**config.mk**
```make
export PLATFORM = sky130hd
export DESIGN_NAME = ahb_master_seq
export DESIGN_NICKNAME = d
export VERILOG_FILES = /design/src/rtl/ahb_master_seq.sv
export SDC_FILE = /design/constraint.sdc
export NUM_CORES = 1
export LEC_CHECK = 0
export ABC_CLOCK_PERIOD_IN_PS = 6700
export CAP_MARGIN = 30
export CORE_MARGIN = 4
export CORE_UTILIZATION = 40
export CTS_BUF_LIST = sky130_fd_sc_hd__clkbuf_16
export DETAILED_ROUTE_END_ITERATION = 8
export PLACE_DENSITY = 0.75
export RECOVER_POWER = 100
export SLEW_MARGIN = 10
export SYNTH_ARGS = -nofsm -noshare
export SYNTH_HDL_FRONTEND = slang
export SYNTH_SLANG_ARGS = --single-unit
export TNS_END_PERCENT = 10
```
**constraint.sdc**
```tcl
create_clock -name HCLK -period 6.7 [get_ports HCLK]
set_input_delay 1.005 -clock HCLK [delete_from_list [all_inputs] [get_ports HCLK]]
set_output_delay 1.005 -clock HCLK [all_outputs]
set_load 0.05 [all_outputs]
```
**src/rtl/ahb_master_seq.sv**
```systemverilog
// AHB-Lite master sequencer: turns a command (single or INCR burst) into AHB
// address phases, inserts BUSY cycles on request and pulses DONE when the
// final data phase of a command completes.
module ahb_master_seq #(
    parameter int ADDR_W = 26,
    parameter int LEN_W  = 4
) (
    input  logic              HCLK,
    input  logic              HRESET,
    input  logic              CMD_VALID,
    input  logic              CMD_WRITE,
    input  logic              CMD_INCR,
    input  logic [LEN_W-1:0]  CMD_LEN,
    input  logic [ADDR_W-1:0] CMD_ADDR,
    output logic              CMD_READY,
    input  logic              STALL,
    input  logic              HREADY,
    output logic [5:0]        state,
    output logic [1:0]        HTRANS,
    output logic [31:0]       HADDR,
    output logic              HWRITE,
    output logic [2:0]        HBURST,
    output logic              DONE
);

    typedef enum logic [5:0] {
        StIdle    = 6'b000001,
        StSburstW = 6'b000010,
        StSburstR = 6'b000100,
        StIncrbW  = 6'b001000,
        StIncrbR  = 6'b010000,
        StBusy    = 6'b100000
    } state_t;

    localparam logic [1:0] TrIdle   = 2'b00;
    localparam logic [1:0] TrBusy   = 2'b01;
    localparam logic [1:0] TrNonseq = 2'b10;
    localparam logic [1:0] TrSeq    = 2'b11;

    localparam logic [2:0] BurstSingle = 3'b000;
    localparam logic [2:0] BurstIncr   = 3'b001;

    state_t            state_q, state_d;
    logic [1:0]        htrans_q, htrans_d;
    logic [ADDR_W-1:0] addr_q, addr_d;
    logic              hwrite_q, hwrite_d;
    logic [2:0]        hburst_q, hburst_d;
    logic [LEN_W-1:0]  cnt_q, cnt_d;
    logic              pend_q, pend_d;   // final data phase still outstanding
    logic              done_q, done_d;

    logic [ADDR_W-1:0] addr_next;
    logic              next_cross;

    assign addr_next  = addr_q + ADDR_W'(4);
    // A beat starting on a 1 KB boundary must restart with NONSEQ.
    assign next_cross = (addr_next[9:0] == 10'd0);

    assign state     = state_q;
    assign HTRANS    = htrans_q;
    assign HADDR     = 32'(addr_q);
    assign HWRITE    = hwrite_q;
    assign HBURST    = hburst_q;
    assign DONE      = done_q;
    // Gated by HRESET so the handshake drops immediately on an async reset.
    assign CMD_READY = (state_q == StIdle) && !pend_q && !HRESET;

    // Next-state and registered-output computation.
    always_comb begin
        state_d  = state_q;
        htrans_d = htrans_q;
        addr_d   = addr_q;
        hwrite_d = hwrite_q;
        hburst_d = hburst_q;
        cnt_d    = cnt_q;
        pend_d   = pend_q;
        done_d   = 1'b0;
        unique case (state_q)
            StIdle: begin
                if (pend_q) begin
                    if (HREADY) begin
                        pend_d = 1'b0;
                        done_d = 1'b1;
                    end
                end else if (CMD_VALID) begin
                    htrans_d = TrNonseq;
                    addr_d   = CMD_ADDR;
                    hwrite_d = CMD_WRITE;
                    if (CMD_INCR) begin
                        state_d  = CMD_WRITE ? StIncrbW : StIncrbR;
                        hburst_d = BurstIncr;
                        cnt_d    = CMD_LEN;
                    end else begin
                        state_d  = CMD_WRITE ? StSburstW : StSburstR;
                        hburst_d = BurstSingle;
                        cnt_d    = '0;
                    end
                end
            end
            StSburstW, StSburstR: begin
                if (HREADY) begin
                    state_d  = StIdle;
                    htrans_d = TrIdle;
                    pend_d   = 1'b1;
                end
            end
            StIncrbW, StIncrbR: begin
                if (HREADY) begin
                    if (cnt_q == '0) begin
                        state_d  = StIdle;
                        htrans_d = TrIdle;
                        pend_d   = 1'b1;
                    end else begin
                        cnt_d  = cnt_q - LEN_W'(1);
                        addr_d = addr_next;
                        if (STALL) begin
                            state_d  = StBusy;
                            htrans_d = TrBusy;
                        end else begin
                            htrans_d = next_cross ? TrNonseq : TrSeq;
                        end
                    end
                end
            end
            StBusy: begin
                // HADDR already holds the pending beat address.
                if (HREADY && !STALL) begin
                    state_d  = hwrite_q ? StIncrbW : StIncrbR;
                    htrans_d = (addr_q[9:0] == 10'd0) ? TrNonseq : TrSeq;
                end
            end
            default: begin
                state_d  = StIdle;
                htrans_d = TrIdle;
            end
        endcase
    end

    // State register with asynchronous reset.
    always_ff @(posedge HCLK or posedge HRESET) begin
        if (HRESET) begin
            state_q  <= StIdle;
            htrans_q <= TrIdle;
            addr_q   <= '0;
            hwrite_q <= 1'b0;
            hburst_q <= BurstSingle;
            cnt_q    <= '0;
            pend_q   <= 1'b0;
            done_q   <= 1'b0;
        end else begin
            state_q  <= state_d;
            htrans_q <= htrans_d;
            addr_q   <= addr_d;
            hwrite_q <= hwrite_d;
            hburst_q <= hburst_d;
            cnt_q    <= cnt_d;
            pend_q   <= pend_d;
            done_q   <= done_d;
        end
    end

endmodule

```
==> impl_metrics.json, run 1 <==
{
  "synth_cell_types": 53,
  "hpwl_um": 5480,
  "routed_via_density": 5.74,
  "drt-total-wl_um": 7700,
  "violations": "capacitance limit, slew limit",
  "die_h_um": 91.7,
  "timing.final.crit_share": 0.539,
  "row_count": 30,
  "drive_gt1_frac": 0.0564,
  "maxSlewViolCount": 96,
  "startpoint_type": "input pin",
  "cp.required_ns": 5.69,
  "cts_tree": "done",
  "cts_hold_buf": 0,
  "slew_headroom": -0.527,
  "ys_warn_count": 0,
  "gp_congestion": 0.841,
  "synth_compound_area_frac": 0.265,
  "yosysTopAreaCell": "dfrtp_1",
  "cts.sinks": 42,
  "worstMarginPinSlew_ns": 2.29,
  "cts-root-buf": "clkbuf_16",
  "dr.pass1.iters": 5,
  "path_clk_slew_ns": 0.06,
  "post_drt_wl_per_cell_um": 15.8,
  "postCtsSetupBuffers": 0,
  "insertion_delay_ns": 0.28,
  "ir_worst_vdd_v": 0.000348,
  "grt_pass1_vias": 2530,
  "ys_async_sr_fraction": 1.00,
  "drt_iter0_drc": 182,
  "skew_ns": 0.00519,
  "vias": 2789,
  "initial_utilization": 0.413,
  "synthSimpleGateAreaFrac": 0.213,
  "syn_area_um2": 2800,
  "antenna_found_initial": 0,
  "status": "complete, but fails checks",
  "nets": 430,
  "cap_violations": 2,
  "hold_viol": 0,
  "period_minus_slack_ns": 3.61,
  "grt_max_degree": 53,
  "hp-class": "flop to flop",
  "ys_seq_area_frac": 0.375,
  "portBuffers": 74,
  "grt_overflow": 0,
  "yosys-top-cells-area": "dfrtp_1 37%, a21oi_1 4.5%, mux2_2 4.0%",
  "synth-xor-area-share": 0.00625,
  "ys_dominant_reg_cell": "dfrtp_1",
  "ys_seq_elements": 42,
  "cts-resized-gates": 0,
  "rsz0062_at_grt": "no",
  "grt_pass1_wl_um": 12700,
  "critical_path_peak_fanout": 2,
  "synthCells": 327,
  "num_antenna_cells": 0,
  "area_growth_pct": 31.8,
  "cts_max_path_buffers": 2,
  "synth-adder-area-share": 0.0179,
  "core_region_area_um2": 6790,
  "power_mw": 2.13,
  "netlist.area_leader.share": 0.366,
  "grt_use_total": 0.182,
  "power_density_nw_per_um2": 576,
  "path_class": "input pin to primary output",
  "setup_viol": 0,
  "cp-end-kind": "primary output",
  "synth_area_per_cell_um2": 8.57,
  "arrival_ns": 2.61,
  "synth_edf_count": 0,
  "drc": 0,
  "postRouteAntennaNets": 0,
  "numCtsBuffers": 5,
  "pin_count": 83,
  "die_w_um": 91.7,
  "muxShareOfSynthArea": 0.0438,
  "clock.fmax_mhz": 277,
  "cts_max_level": 2,
  "synth_top_family_by_area": "compound AO/OA/AOI/OAI gates",
  "fp.dieArea_um2": 8410,
  "tns_ns": 0,
  "p_leak_nw": 1.50
}
## logic make-up after synthesis
family,after synthesis
AOI/OAI and AO/OA,107
DFF,42
and+or+nand+nor,117
xor gates and xnor gates,2
adders and majority gates,4
buffers and inverters,43
other,1
muxes,11
## layout make-up
cell class,count,area [um2]
repair buffers,80,783
flip-flops and latches,42,1050
clock inverters,3,12.5
well taps,96,120
clock buffers,5,125
inverters,11,41.3
multi-input cells,249,1560
fillers,666,3100
## worst max-delay path, cell delays in order
cell and delay, ns:
dlygate4sd3_1 0.56, nor3_1 0.15, dlygate4sd3_1 0.89
## report_power, final
part / internal [mW] / switching (mW)
logic: 0.477 / 0.863
clock network: 0.135 / 0.0988
registers: 0.383 / 0.174
## placed cells by master, fill, tap and decap left out, drive strengths merged, types with 11 or more instances in the layout
master         instances
dfrtp                 41
dlygate4sd3           41
clkdlybuf4s50         33
nor2                  30
a21oi                 25
nand2                 21
o21ai                 16
nand3                 13
inv                   12
nor3                  11
and3                  11
## synth_stat cells, drive strengths merged (9+ instances only)
master and count:
nand2 21, nand3 13, o22a 10, clkbuf 16, nor3 11, o21ai 16
buf 16, a21oi 25, and3 11, mux2 10, dfrtp 41, nor2 30
a31oi 9, inv 11
## state kept, by name, summed over array words and instances (netlist names)
| register | count |
|---|---|
| addr_q | 26 |
| state | 6 |
| cnt_q | 4 |
| HTRANS | 2 |
| DONE | 1 |
| HBURST | 1 |
| HWRITE | 1 |
| pend_q | 1 |
## stage by stage
stage	cells	hold WS [ns]	utilization	instance area [um2]	worst slack, ns
after global placement	474	0.498	0.520	3530	3.28
final	486	0.502	0.544	3690	3.09
after detailed placement	478	0.498	0.527	3580	3.28
after floorplan	334	0.483	-	2830	3.35
after CTS	486	0.512	0.547	3720	3.22
after global routing	486	0.536	0.544	3690	2.77
## path summary, 6_finish.rpt
kind | start | to | slack [ns] | cells past startpoint
max in group asynchronous | HRESET | addr_q[19]$_DFFE_PP0P_ | 3.35 | 3
hold / removal | HTRANS[0]$_DFFE_PP0P_ | HTRANS[0]$_DFFE_PP0P_ | 0.50 | 1
min in group asynchronous | HRESET | pend_q$_DFFE_PP0P_ | 2.04 | 3
setup / recovery | HRESET | CMD_READY | 3.09 | 3
hold reg to reg | HTRANS[0]$_DFFE_PP0P_ | HTRANS[0]$_DFFE_PP0P_ | 0.50 | 1
setup reg to reg | state[2]$_DFFE_PP0P_ | HTRANS[1]$_DFFE_PP0P_ | 3.23 | 6
## routing by layer
metal | wire length, um | vias up | track usage | part of all wire
met5 | 0 | - | 0 | 0
met4 | 60 | 0 | 0.0384 | 0.0078
met3 | 540 | 7 | 0.0377 | 0.070
met2 | 3570 | 123 | 0.281 | 0.46
met1 | 3520 | 1319 | 0.264 | 0.46
li1 | - | 1340 | - | -
(Power assumes the default switching activity.)
==> run 2: changes to the inputs <==
ABC_CLOCK_PERIOD_IN_PS = 3200   (was 6700)
PLACE_DENSITY = 0.77   (was 0.75)
clock period = 3.2 ns   (was 6.7 ns; I/O delays follow)
==> run 2 against run 1 <==
Net effect: the flow now finishes without violations; largest cell class unchanged; global-route usage is 1.2 points higher; register-to-register slack lost 2.8 ns; clock skew grew 0.00085 ns; utilization is essentially flat; cell count increased by 0.21%; via count grew 0.47%.
==> impl_metrics.json, run 2 (same netlist as run 1, synthesis figures left out) <==
{
  "hpwl_um": 5450,
  "largest_reg_flops": 26,
  "cts_max_level": 2,
  "cts_hold_buf": 0,
  "cts_max_path_buffers": 2,
  "initial_utilization": 0.413,
  "hp-class": "flop to flop",
  "pin_count": 83,
  "grt_pass1_wl_um": 13500,
  "worstMarginPinSlew_ns": 1.09,
  "post-place-ws_ns": 0.617,
  "drt_iter0_drc": 199,
  "cts-root-buf": "clkbuf_16",
  "cts-resized-gates": 0,
  "post_drt_wl_per_cell_um": 16.1,
  "die_h_um": 91.7,
  "finalInstanceArea_um2": 3700,
  "nets": 431,
  "fin_hold_ws_ns": 0.504,
  "most-common-layout-cells": "41 x dfrtp_1, 39 x dlygate4sd3_1, 35 x clkdlybuf4s50_1, 30 x nor2_1, 25 x a21oi_1",
  "slew_headroom": 0.276,
  "skew_ns": 0.00604,
  "path_class": "flop to primary output",
  "critical_path_peak_fanout": 7,
  "power_mw": 4.46,
  "regMostFlops": "addr_q",
  "dr.pass1.iters": 5,
  "holdPathEnd": "HBURST[0]$_DFFE_PP0P_",
  "cts_tree": "done",
  "grt_use_total": 0.194,
  "timing.final.crit_share": 0.919,
  "hold_viol": 0,
  "row_count": 30,
  "portBuffers": 74,
  "arrival_ns": 2.46,
  "grt_overflow": 0,
  "rr_endpoint": "cnt_q[1]$_DFFE_PP0P_",
  "min_path_cells": 1,
  "rsz0062_at_grt": "no",
  "area_growth_pct": 31.9,
  "r2r_setup_slack_ns": 0.48,
  "utilization": 0.544,
  "drt-total-wl_um": 7820,
  "postCtsSetupBuffers": 0,
  "core_region_area_um2": 6790,
  "tns_ns": 0,
  "cts.sinks": 42,
  "setup_slack_ns": 0.259,
  "clock.fmax_mhz": 340,
  "drive_gt1_frac": 0.0665,
  "power_density_nw_per_um2": 1210,
  "die_w_um": 91.7,
  "fp.dieArea_um2": 8410,
  "path_clk_slew_ns": 0.06,
  "globalRoute.busiestLayer": "met2",
  "cap_violations": 0,
  "placed_area_um2": 3570,
  "gp_congestion": 0.845,
  "period_minus_slack_ns": 2.94,
  "postRouteAntennaNets": 0,
  "setup_viol": 0,
  "status": "complete, no violations",
  "grt_use_met1": 0.263,
  "grt_max_degree": 53,
  "global_route.usage.met2": 0.320,
  "worstHoldStart": "HBURST[0]$_DFFE_PP0P_",
  "startpoint_type": "flop",
  "cp-end-kind": "primary output",
  "reg2reg_depth": 6,
  "r2r-start": "state[2]$_DFFE_PP0P_",
  "insertion_delay_ns": 0.29,
  "finalNonFillerCells": 487,
  "layout_commonest_cell": "dfrtp_1",
  "num_antenna_cells": 0,
  "vias": 2802,
  "grt_pass1_vias": 2720,
  "routed_via_density": 5.75,
  "maxSlewViolCount": 0,
  "place_inst": 479,
  "met3_usage": 0.0377,
  "numCtsBuffers": 5,
  "antenna_found_initial": 0,
  "ir_worst_vdd_v": 0.000545,
  "cp.required_ns": 2.72,
  "drc": 0,
  "p_leak_nw": 1.51
}
## run 2: critical path, stage by stage (launching register included)
cell	delay, ns
dfstp_2	0.58
nor3b_1	0.37
nand2_1	0.18
nor3_1	0.15
dlygate4sd3_1	0.89
## run 2: worst max path at each step
| stage | start | endpoint | slack [ns] |
|---|---|---|---|
| floorplan | state[4]$_DFFE_PP0P_ | CMD_READY | 0.38 |
| finish | state[0]$_DFFE_PP1P_ | CMD_READY | 0.26 |
| detailed placement | state[0]$_DFFE_PP1P_ | CMD_READY | 0.62 |
| global route | state[0]$_DFFE_PP1P_ | CMD_READY | 0.07 |
| global placement | state[0]$_DFFE_PP1P_ | CMD_READY | 0.65 |
| CTS | state[0]$_DFFE_PP1P_ | CMD_READY | 0.30 |
## run 2: final cells by class
cell class / count / area, um2
fillers: 621 / 3100
multi-input cells: 249 / 1560
flip-flops and latches: 42 / 1050
repair buffers: 81 / 786
clock buffers: 5 / 125
well taps: 96 / 120
inverters: 11 / 41.3
clock inverters: 3 / 12.5
## run 2: power by group
part	internal (mW)	switching (mW)	total, mW
Sequential	0.801	0.361	1.16
Clock	0.282	0.207	0.489
Combinational	0.997	1.81	2.80
Total	2.08	2.38	4.46
## run 2: per-layer routing
| metal | up-vias | wire, um |
|---|---|---|
| met5 | - | 0 |
| met4 | 0 | 77 |
| met3 | 9 | 530 |
| met2 | 123 | 3740 |
| met1 | 1334 | 3470 |
| li1 | 1336 | - |
